===== config.mk =====
export PLATFORM = sky130hd
export DESIGN_NAME = pipe_ctrl
export DESIGN_NICKNAME = d
export VERILOG_FILES = /design/src/rtl/pipe_ctrl_pkg.sv /design/src/rtl/pipe_ctrl_hazard_det.sv /design/src/rtl/pipe_ctrl.sv
export SDC_FILE = /design/constraint.sdc
export NUM_CORES = 1
export LEC_CHECK = 0
export ABC_AREA = 1
export BUFFER_PORTS_ARGS = -buffer_cell sky130_fd_sc_hd__buf_2
export CAP_MARGIN = 20
export CORE_MARGIN = 3
export CORE_UTILIZATION = 50
export CTS_CLUSTER_DIAMETER = 100
export CTS_CLUSTER_SIZE = 25
export DETAILED_ROUTE_END_ITERATION = 10
export GPL_TIMING_DRIVEN = 0
export PLACE_DENSITY_LB_ADDON = 0.05
export RECOVER_POWER = 50
export SETUP_SLACK_MARGIN = 0.2
export SYNTH_ARGS = -nofsm -noshare
export SYNTH_HDL_FRONTEND = slang
export SYNTH_HIERARCHICAL = 1
export SYNTH_SLANG_ARGS = --single-unit

===== constraint.sdc =====
create_clock -name CLK -period 2.3 [get_ports CLK]
set_clock_uncertainty 0.15 [all_clocks]
set_input_delay 0 -clock CLK [delete_from_list [all_inputs] [get_ports CLK]]
set_output_delay 0 -clock CLK [all_outputs]
set_load 0.005 [all_outputs]

===== src/rtl/pipe_ctrl_pkg.sv =====
// ---------------------------------------------------------------------------
// pipe_ctrl_pkg
// Shared definitions for the five-stage pipeline controller and the ALU stage:
//   - opcode constants for the 4-bit op field
//   - bit positions of the instruction fields (op/rd/rs/rt slices)
//   - controller FSM state encoding
// Instruction layout: op [15:12], rd [11:8], rs [7:4], rt [3:0].
// ---------------------------------------------------------------------------
package pipe_ctrl_pkg;

    localparam int IR_W    = 16;
    localparam int NSTAGE  = 5;

    // Field slice positions: use as ir[<FIELD>_MSB -: <field width>].
    localparam int OP_MSB  = 15;
    localparam int RD_MSB  = 11;
    localparam int RS_MSB  = 7;
    localparam int RT_MSB  = 3;

    // Opcodes
    localparam logic [3:0] OP_ADD   = 4'h0;
    localparam logic [3:0] OP_SUB   = 4'h1;
    localparam logic [3:0] OP_AND   = 4'h2;
    localparam logic [3:0] OP_OR    = 4'h3;
    localparam logic [3:0] OP_XOR   = 4'h4;
    localparam logic [3:0] OP_SHL   = 4'h5;
    localparam logic [3:0] OP_SHR   = 4'h6;
    localparam logic [3:0] OP_LOAD  = 4'h8;
    localparam logic [3:0] OP_STORE = 4'h9;
    localparam logic [3:0] OP_JUMP  = 4'hC;
    localparam logic [3:0] OP_NOP   = 4'hF;

    // Controller FSM states
    typedef enum logic [1:0] {
        ST_IDLE    = 2'd0,
        ST_RUN     = 2'd1,
        ST_STALLED = 2'd2,
        ST_DRAIN   = 2'd3
    } state_e;

endpackage


===== src/rtl/pipe_ctrl_hazard_det.sv =====
// ---------------------------------------------------------------------------
// hazard_det
// Combinational load-use hazard detector.
// Ports:
//   IR_ID  [15:0]  instruction in decode (sources rs, rt are examined)
//   IR_EX  [15:0]  instruction in the ALU stage (op and rd are examined)
//   STAGEV [2:1]   valid bits of EX (bit 2) and ID (bit 1)
//   HAZ            high when a valid LOAD in EX writes a register that the
//                  valid instruction in ID reads
// ---------------------------------------------------------------------------
module hazard_det
    import pipe_ctrl_pkg::*;
#(
    parameter int OPW  = 4,
    parameter int REGW = 4
) (
    input  logic [15:0] IR_ID,
    input  logic [15:0] IR_EX,
    input  logic [2:1]  STAGEV,
    output logic        HAZ
);

    logic [OPW-1:0]  op_ex;
    logic [REGW-1:0] rd_ex;
    logic [REGW-1:0] rs_id;
    logic [REGW-1:0] rt_id;
    logic            unused_fields;

    assign op_ex = IR_EX[OP_MSB -: OPW];
    assign rd_ex = IR_EX[RD_MSB -: REGW];
    assign rs_id = IR_ID[RS_MSB -: REGW];
    assign rt_id = IR_ID[RT_MSB -: REGW];

    // Decode op/rd and the EX source fields play no part in a load-use check.
    assign unused_fields = ^{IR_ID[15:8], IR_EX[7:0]};

    assign HAZ = STAGEV[2] & STAGEV[1]
               & (op_ex == OPW'(OP_LOAD))
               & ((rd_ex == rs_id) | (rd_ex == rt_id));

endmodule


===== src/rtl/pipe_ctrl.sv =====
// ---------------------------------------------------------------------------
// pipe_ctrl
// Control FSM for a five-stage IF/ID/EX/MEM/WB pipeline.
// Ports:
//   CLK, RST              clock; asynchronous active-high reset
//   START                 level, begins fetching when sampled high in IDLE
//   HALT                  level, stops fetch and drains the pipeline
//   IR_ID, IR_EX  [15:0]  instructions currently in decode and in EX
//   STAGEV        [4:0]   per-stage valids (bit0 IF .. bit4 WB), registered
//   PC_WE                 PC write enable (combinational)
//   PC_SEL                1 = jump target from EX, 0 = PC+1 (combinational)
//   IFID_WE               IF/ID register write enable, registered
//   STALL                 high during the load-use bubble cycle (combinational)
//   DONE                  one-cycle pulse when a drain completes, registered
//   STALL_CNT  [CNTW-1:0] bubble cycles since the last START, saturating
//   DBG_STATE             current FSM state, for observation only
//
// Stage-valid behaviour:
//   RUN      valids shift toward WB each edge with a new fetch entering IF.
//   hazard   (RUN only) EX becomes a bubble, IF/ID hold, MEM/WB advance,
//            and the FSM spends exactly one cycle in STALLED, where the PC
//            and IF/ID are frozen and STALL is high.
//   jump     valids shift but IF and ID are both cleared; the PC loads the
//            target. Wins over a coincident hazard.
//   DRAIN    valids shift with nothing fetched; a jump here flushes but
//            never writes the PC. Once all valids are zero, the next edge
//            returns to IDLE and pulses DONE.
// ---------------------------------------------------------------------------
module pipe_ctrl
    import pipe_ctrl_pkg::*;
#(
    parameter int OPW  = 4,
    parameter int REGW = 4,
    parameter int CNTW = 16
) (
    input  logic            CLK,
    input  logic            RST,
    input  logic            START,
    input  logic            HALT,
    input  logic [15:0]     IR_ID,
    input  logic [15:0]     IR_EX,
    output logic [4:0]      STAGEV,
    output logic            PC_WE,
    output logic            PC_SEL,
    output logic            IFID_WE,
    output logic            STALL,
    output logic            DONE,
    output logic [CNTW-1:0] STALL_CNT,
    output state_e          DBG_STATE
);

    state_e          state_q, state_d;
    logic [4:0]      stagev_q, stagev_d;
    logic [CNTW-1:0] cnt_q, cnt_d;
    logic            done_q, done_d;
    logic            ifid_we_q;

    logic            haz;
    logic            is_jump;
    logic            fetching;

    hazard_det #(
        .OPW  (OPW),
        .REGW (REGW)
    ) u_hazard_det (
        .IR_ID  (IR_ID),
        .IR_EX  (IR_EX),
        .STAGEV (stagev_q[2:1]),
        .HAZ    (haz)
    );

    assign is_jump  = stagev_q[2] & (IR_EX[OP_MSB -: OPW] == OPW'(OP_JUMP));
    assign fetching = (state_q == ST_RUN) | (state_q == ST_STALLED);

    // PC control is decoded from the current state so that reset forces it
    // low at once; a jump in DRAIN is deliberately excluded via 'fetching'.
    assign PC_SEL = fetching & is_jump;
    assign PC_WE  = (state_q == ST_RUN) | PC_SEL;
    assign STALL  = (state_q == ST_STALLED);

    always_comb begin
        state_d  = state_q;
        stagev_d = stagev_q;
        cnt_d    = cnt_q;
        done_d   = 1'b0;
        case (state_q)
            ST_IDLE: begin
                if (START && !HALT) begin
                    state_d  = ST_RUN;
                    stagev_d = 5'b00001;
                    cnt_d    = '0;
                end
            end
            ST_RUN, ST_STALLED: begin
                // The bubble cycle is counted as STALLED is left, whatever
                // the exit (RUN or DRAIN).
                if ((state_q == ST_STALLED) && (cnt_q != '1)) begin
                    cnt_d = cnt_q + CNTW'(1);
                end
                if (HALT) begin
                    state_d  = ST_DRAIN;
                    stagev_d = {stagev_q[3:1], stagev_q[0] & ~is_jump, 1'b0};
                end else if (is_jump) begin
                    state_d  = ST_RUN;
                    stagev_d = {stagev_q[3:1], 2'b00};
                end else if (haz && (state_q == ST_RUN)) begin
                    // Bubble into EX; IF and ID keep their valids.
                    state_d  = ST_STALLED;
                    stagev_d = {stagev_q[3:2], 1'b0, stagev_q[1:0]};
                end else begin
                    state_d  = ST_RUN;
                    stagev_d = {stagev_q[3:0], 1'b1};
                end
            end
            ST_DRAIN: begin
                if (stagev_q == 5'b00000) begin
                    state_d = ST_IDLE;
                    done_d  = 1'b1;
                end else begin
                    stagev_d = {stagev_q[3:1], stagev_q[0] & ~is_jump, 1'b0};
                end
            end
            default: begin
                state_d = ST_IDLE;
            end
        endcase
    end

    always_ff @(posedge CLK or posedge RST) begin
        if (RST) begin
            state_q   <= ST_IDLE;
            stagev_q  <= '0;
            cnt_q     <= '0;
            done_q    <= 1'b0;
            ifid_we_q <= 1'b0;
        end else begin
            state_q   <= state_d;
            stagev_q  <= stagev_d;
            cnt_q     <= cnt_d;
            done_q    <= done_d;
            ifid_we_q <= (state_d == ST_RUN);
        end
    end

    assign STAGEV    = stagev_q;
    assign STALL_CNT = cnt_q;
    assign DONE      = done_q;
    assign IFID_WE   = ifid_we_q;
    assign DBG_STATE = state_q;

endmodule


Word-level counts from Yosys, hierarchy flattened
Cells that the tools add are included.
Widths: inputs -> output; s select.
{"block": "word_totals", "regBits": 25, "latchBits": 0, "mem_bits_rw": 0, "rom_bits": 0, "input_bits": 36, "out_inout_bits": 28, "word_cells": 58, "memories": 0}
{"block": "op_classes", "addsub": 1, "n_mul": 0, "div_mod_pow": 0, "n_lt_le_gt_ge": 0, "eq_ne": 13, "shift": 0, "mux": 17, "n_bitwise": 10, "reduce_logical": 11}
{"operator": "$mux 16", "count": 2}
{"operator": "$pmux 16 s2", "count": 1}
{"operator": "$add 16x1->16 const B", "count": 1}
{"operator": "$ne 16x16->1 const B", "count": 1}
{"operator": "$pmux 5 s3", "count": 1}
{"operator": "$mux 2", "count": 5}
{"operator": "$mux 5", "count": 2}
{"operator": "$mux 3", "count": 3}
{"operator": "$eq 4x4->1", "count": 2}
{"operator": "$eq 4x4->1 const B", "count": 2}
{"operator": "$and 1x1->1", "count": 6}
{"operator": "$ne 2x2->1 const B", "count": 3}
{"operator": "$pmux 2 s3", "count": 1}
{"operator": "$reduce_and 3->1", "count": 2}
{"operator": "$logic_not 5->1", "count": 1}
{"operator": "$eq 2x1->1 const B", "count": 2}
{"operator": "$eq 2x2->1 const B", "count": 2}
{"operator": "$ne 4x4->1 const B", "count": 1}
{"operator": "$logic_and 1x1->1", "count": 3}
{"operator": "$or 1x1->1", "count": 3}
{"operator": "$logic_not 2->1", "count": 1}
{"operator": "$mux 1", "count": 2}
{"operator": "$reduce_and 2->1", "count": 1}
{"operator": "$reduce_bool 2->1", "count": 1}
{"operator": "other kinds (3)", "count": 3}

Logic depth before layout (Yosys ltp)
{"block": "depth", "ltp_word": 9, "ltp_mapped": 12, "depth_no_buf": 12}

Modules after synthesis
The synthesis kept the hierarchy.
{"module": "pipe_ctrl", "n_inst": 1, "cells_per_inst": 252, "area_per_inst_um2": 1672.9, "seq_area_each_um2": 625.6}
{"module": "hazard_det", "n_inst": 1, "cells_per_inst": 47, "area_per_inst_um2": 183.9, "seq_area_each_um2": 0.0}

Least setup slack after synthesis
OpenSTA, ideal clock, no wires.
{"block": "synth_path", "path_kind": "register to register", "start": "reg state_q[0], in the netlist DBG_STATE[0]", "end": "reg cnt_q[10], in the netlist STALL_CNT[10]", "setup_time_ns": 0.066, "arrival_ns": 1.633, "t_required_ns": 2.084, "path_slack_ns": 0.451, "path_stages_with_launch": 7, "path_buffers": 1, "synth_period_minus_slack_ns": 1.849, "path_cell_list": "dfrtp_1 inv_1 ha_1 clkbuf_1 a21oi_1 nand2_1 nand2_1"}
{"block": "synth_between", "elab_chain_cells": 4, "elab_cells_between_ends": 10, "cone_classes": "4 x eq/ne; 1 x mux; 5 x reduce/logical"}
{"element": "from (decl)", "line_no": "pipe_ctrl.sv:52", "source": "state_e state_q, state_d;"}
{"element": "from (signal assigned)", "line_no": "pipe_ctrl.sv:137", "source": "state_q <= state_d;"}
{"element": "$eq 2x2->1 / $eq 2x1->1 (equally long branches)", "line_no": "pipe_ctrl.sv:86, pipe_ctrl.sv:97"}
{"element": "$reduce_or 2->1 / $logic_and 1x1->1 (equally long branches)", "line_no": "pipe_ctrl.sv:86, pipe_ctrl.sv:97"}
{"element": "$ne 2x2->1 (no line) / $reduce_bool 2->1 (equally long branches)"}
{"element": "$reduce_and 3->1 (no line)"}
{"element": "to (signal assigned)", "line_no": "pipe_ctrl.sv:139", "source": "cnt_q <= cnt_d;"}
{"element": "to (decl)", "line_no": "pipe_ctrl.sv:54", "source": "logic [CNTW-1:0] cnt_q, cnt_d;"}
Parallel ways exist; a longest one is shown, timed or not.
A chain may end at the register's enable or synchronous reset.

Worst setup path in the final report
{"block": "layout_path", "start": "reg cnt_q[0], in the netlist STALL_CNT[0]", "end": "reg cnt_q[6], in the netlist STALL_CNT[6]"}
{"block": "layout_between", "elab_chain_cells": 4, "elab_cells_between_ends": 7, "cone_classes": "1 x add/sub; 2 x eq/ne; 2 x mux; 2 x reduce/logical"}
{"element": "parallel branches: the longest is 4 deep, another holds $add 16x1->16"}
Several ways; the timed one is not identified. The select of a mux whose other input is x is not followed.

==> out/qor.tcl <==
set qor(cts_made_buffers) 3
set qor(synthesis.area_per_instance_um2) 6.21
set qor(grt_antenna_before_repair) 0
set qor(setup_total_negative_slack_ns) 0
set qor(gate_count_after_technology_mapping) 299
set qor(clk_pin_slew_worst_paths_ns) 0.08
set qor(effective_utilization_at_floorplan_pct) 53.5
set qor(remaining_drc_errors) 0
set qor(chipWidth_um) 66.9
set qor(numClockSinks) 25
set qor(clock_insertion_delay_worst_skew_ns) 0.27
set qor(worst_hold_slack_ns) 0.0749
set qor(grtUsageMet2_pct) 36.4
set qor(buffers_on_ports) 47
set qor(seqPwrFrac_pct) 29.4
set qor(top_level_ports) 64
set qor(grt_pass1_vias) 1773
set qor(final_design_area_no_fill_mm2) 0.00224
set qor(worst-endpoint-required_ns) 2.36
set qor(clock_tree.htree_level_count) 1
set qor(synth.net_count) 341
set qor(reg2reg_depth) 10
set qor(antenna_cells) 0
set qor(dr.pass1.iters) 4
set qor(power.switching_w) 0.00101
set qor(critical_path_peak_fanout) 10
set qor(number_of_distinct_library_cells_after_synthesis) 24
set qor(internal_power_w) 0.00108
set qor(drive_above_1_share_pct) 17.2
set qor(post-synth-top-count-cell) {nand2_1}
set qor(die_height_um) 66.9
set qor(yosys.area.top_type_share_pct) 33.7
set qor(route.vias.total) 1946
set qor(cp_num_cells) 10
set qor(totalWireLength_mm) 4.37
set qor(yosys-top-cells-count) {nand2_1, inv_1, nor2_1, dfrtp_1, nand3_1}
set qor(timing.final.crit_period_ns) 1.94
set qor(synth-seq-area-share_pct) 33.7
set qor(final_core_util_pct) 64.7
set qor(tritoncts) {done}
set qor(worst_setup_path_end_kind) {register}
set qor(synthesis.area_mm2) 0.00186
set qor(num_rows) 21
set qor(async_set_or_reset_flop_fraction_in_the_synthesized_netlist_pct) 100
set qor(global_route.usage.met3_pct) 3.54
set qor(grt-busiest-layer) {met2}
set qor(timing.max_cap.violations) 0
set qor(layout_area_overhead_pct) 20.9
set qor(core-area_mm2) 0.00347
set qor(worst_ir_drop_vdd_mv) 0.532
set qor(final_count_of_pins_violating_max_slew) 0
set qor(ys_dominant_reg_cell) {dfrtp_1}
set qor(grt_remaining_overflow) 0
set qor(status) {finished, final reports clean}
set qor(comb_power_share_pct) 58.2
set qor(pwr-share-clk_pct) 12.3
set qor(netlist.top_cell.by_area) {dfrtp_1}
set qor(yosys_register_bits) 25
set qor(min_delay_path_depth) 6
set qor(worst-setup-path-type) {reg2reg}
set qor(worst_path_largest_cell_delay_ns) 0.44
set qor(slowest_stage) {dfrtp_1}
set qor(power_leakage_nw) 1.27
set qor(min-delay-path-class) {in2reg}
set qor(final.period_utilization_pct) 84.5
set qor(drt-initial-drc-count) 151
set qor(cp_cell_sequence) {ha_1, nand2_2, nor2_4, nand2_2, o21ai_4, nand2_4, nand2_4, buf_6, nand2_1, nand2_1}
set qor(route.antenna.remaining_nets) 0
set qor(critical_path_s_top_delay_family) {simple AND/OR/NAND/NOR gates}
set qor(root_buffer) {clkbuf_8}
set qor(finalHoldViolCount) 0
set qor(tightestPinTransition_ns) 0.936
set qor(setup_repair_after_global_routing_missed_its_margin) {no}
set qor(routed_via_density) 4.85
set qor(grt_usage_pct) 21.2
set qor(synth_area_leaders) {dfrtp_1, nand2_1, inv_1}
set qor(wl_per_cell_um) 10.9
set qor(power_density_mw_per_mm2) 932
set qor(gp_weighted_congestion) 0.898
set qor(switching_share_pct) 48.4
set qor(critical_path_buf_inv_count) 1
set qor(post-layout-total-power_w) 0.00209
set qor(max_clock_freq_ghz) 0.514
set qor(max-clock-path-buffers) 2
set qor(pin_count_of_the_biggest_net_entering_global_routing) 26
set qor(hpwl_after_detailed_placement_mm) 3.37
set qor(post_dp_cell_area_mm2) 0.00215
set qor(synth-edff-count) 0
set qor(start_kind) {register}
set qor(critPathArrivalTime_ns) 2.00
set qor(dieArea_mm2) 0.00448
set qor(setup_viol) 0
set qor(num-nets-final) 398
set qor(slew_headroom_pct) 37.5
set qor(first_pass_grt_wire_length_mm) 7.46
set qor(gr-usage-met1_pct) 27.6
set qor(yosysWarnings) 6
## worst min-delay path, cell delays in order
cell and delay (ns):
buf_2 0.09, nor3_1 0.05, nand3_1 0.08, nand4_1 0.10, nand2_1 0.10, inv_1 0.04
## final cells by class
class	instances	area [um2]
inverters	43	161
multi-input cells	228	1070
clock buffers	3	41.3
fillers	354	1220
well taps	46	57.6
clock inverters	1	5.00
repair buffers	52	264
flip-flops and latches	25	626
plain buffers	3	22.5
## what timing repair did
item,CTS,global route
hold buffers,3,0
gates resized for setup,3,4
endpoints found under the setup margin,11,2
endpoints found under the hold margin,29,0
setup buffers,2,0
gates cloned,0,0
## registers in the layout, summed over array words and instances (netlist names)
register   count
DONE           1
STAGEV         5
STALL_CNT     16
DBG_STATE      2
IFID_WE        1
## cell families after synthesis
logic type	Yosys count	share of synthesized area, %
AOI/OAI and AO/OA	21	6.87
xor gates and xnor gates	1	0.472
adders and majority gates	6	4.04
buffers and inverters	46	9.70
DFF	25	33.7
and+or+nand+nor	200	45.2
## per-layer routing
layer / vias to the layer above / wire length (um)
met3: 4 / 213
met5: - / 0
met4: 0 / 31
met1: 867 / 2070
met2: 45 / 2050
li1: 1030 / -
## power by group through the flow
stage	sequential [W]	clock (W)	combinational, W
after floorplan	0.000629	0	0.000787
after global placement	0.000635	0	0.00111
after detailed placement	0.000639	0	0.00114
after CTS	0.000615	0.000274	0.00121
after global routing	0.000626	0.000291	0.00138
final	0.000616	0.000258	0.00122
## metrics by stage
step	instances	worst slack, ns
2_1_floorplan	299	0.451
3_3_place_gp	392	0.0319
3_5_place_dp	392	0.00626
4_1_cts	401	0.226
5_1_grt	401	0.249
6_report	401	0.356
## placed cells by master (no fill, tap or decap)
cell / instances
buf_2: 40
o21a_1: 1
ha_4: 1
clkbuf_8: 3
a21oi_2: 2
a21oi_1: 4
clkinv_2: 1
nand3b_1: 1
nor3_1: 3
o21ai_0: 9
nand2_2: 2
xor2_1: 1
ha_1: 5
o21ai_1: 2
nand3_1: 21
nand2_1: 121
nor2_4: 2
nand4_1: 7
buf_4: 1
inv_1: 39
nor2_1: 40
or2_2: 1
dlygate4sd3_1: 3
nand2_4: 2
dfrtp_1: 25
o21ai_4: 1
o21bai_1: 2
inv_2: 4
clkbuf_1: 10
buf_6: 1
## final timing paths
kind	from	endpoint	slack, ns
worst max-delay path	STALL_CNT[0]$_DFFE_PP0P_	STALL_CNT[6]$_DFFE_PP0P_	0.36
worst min-delay path	IR_EX[12]	DBG_STATE[0]$_DFF_PP0_	0.07
worst max register to register	STALL_CNT[0]$_DFFE_PP0P_	STALL_CNT[6]$_DFFE_PP0P_	0.36
worst min register to register	STAGEV[3]$_DFFE_PP0P_	STAGEV[4]$_DFFE_PP0P_	0.40
max in group asynchronous	RST	STALL_CNT[12]$_DFFE_PP0P_	1.10
min in group asynchronous	RST	STALL_CNT[8]$_DFFE_PP0P_	0.34
(Power assumes the default switching activity.)
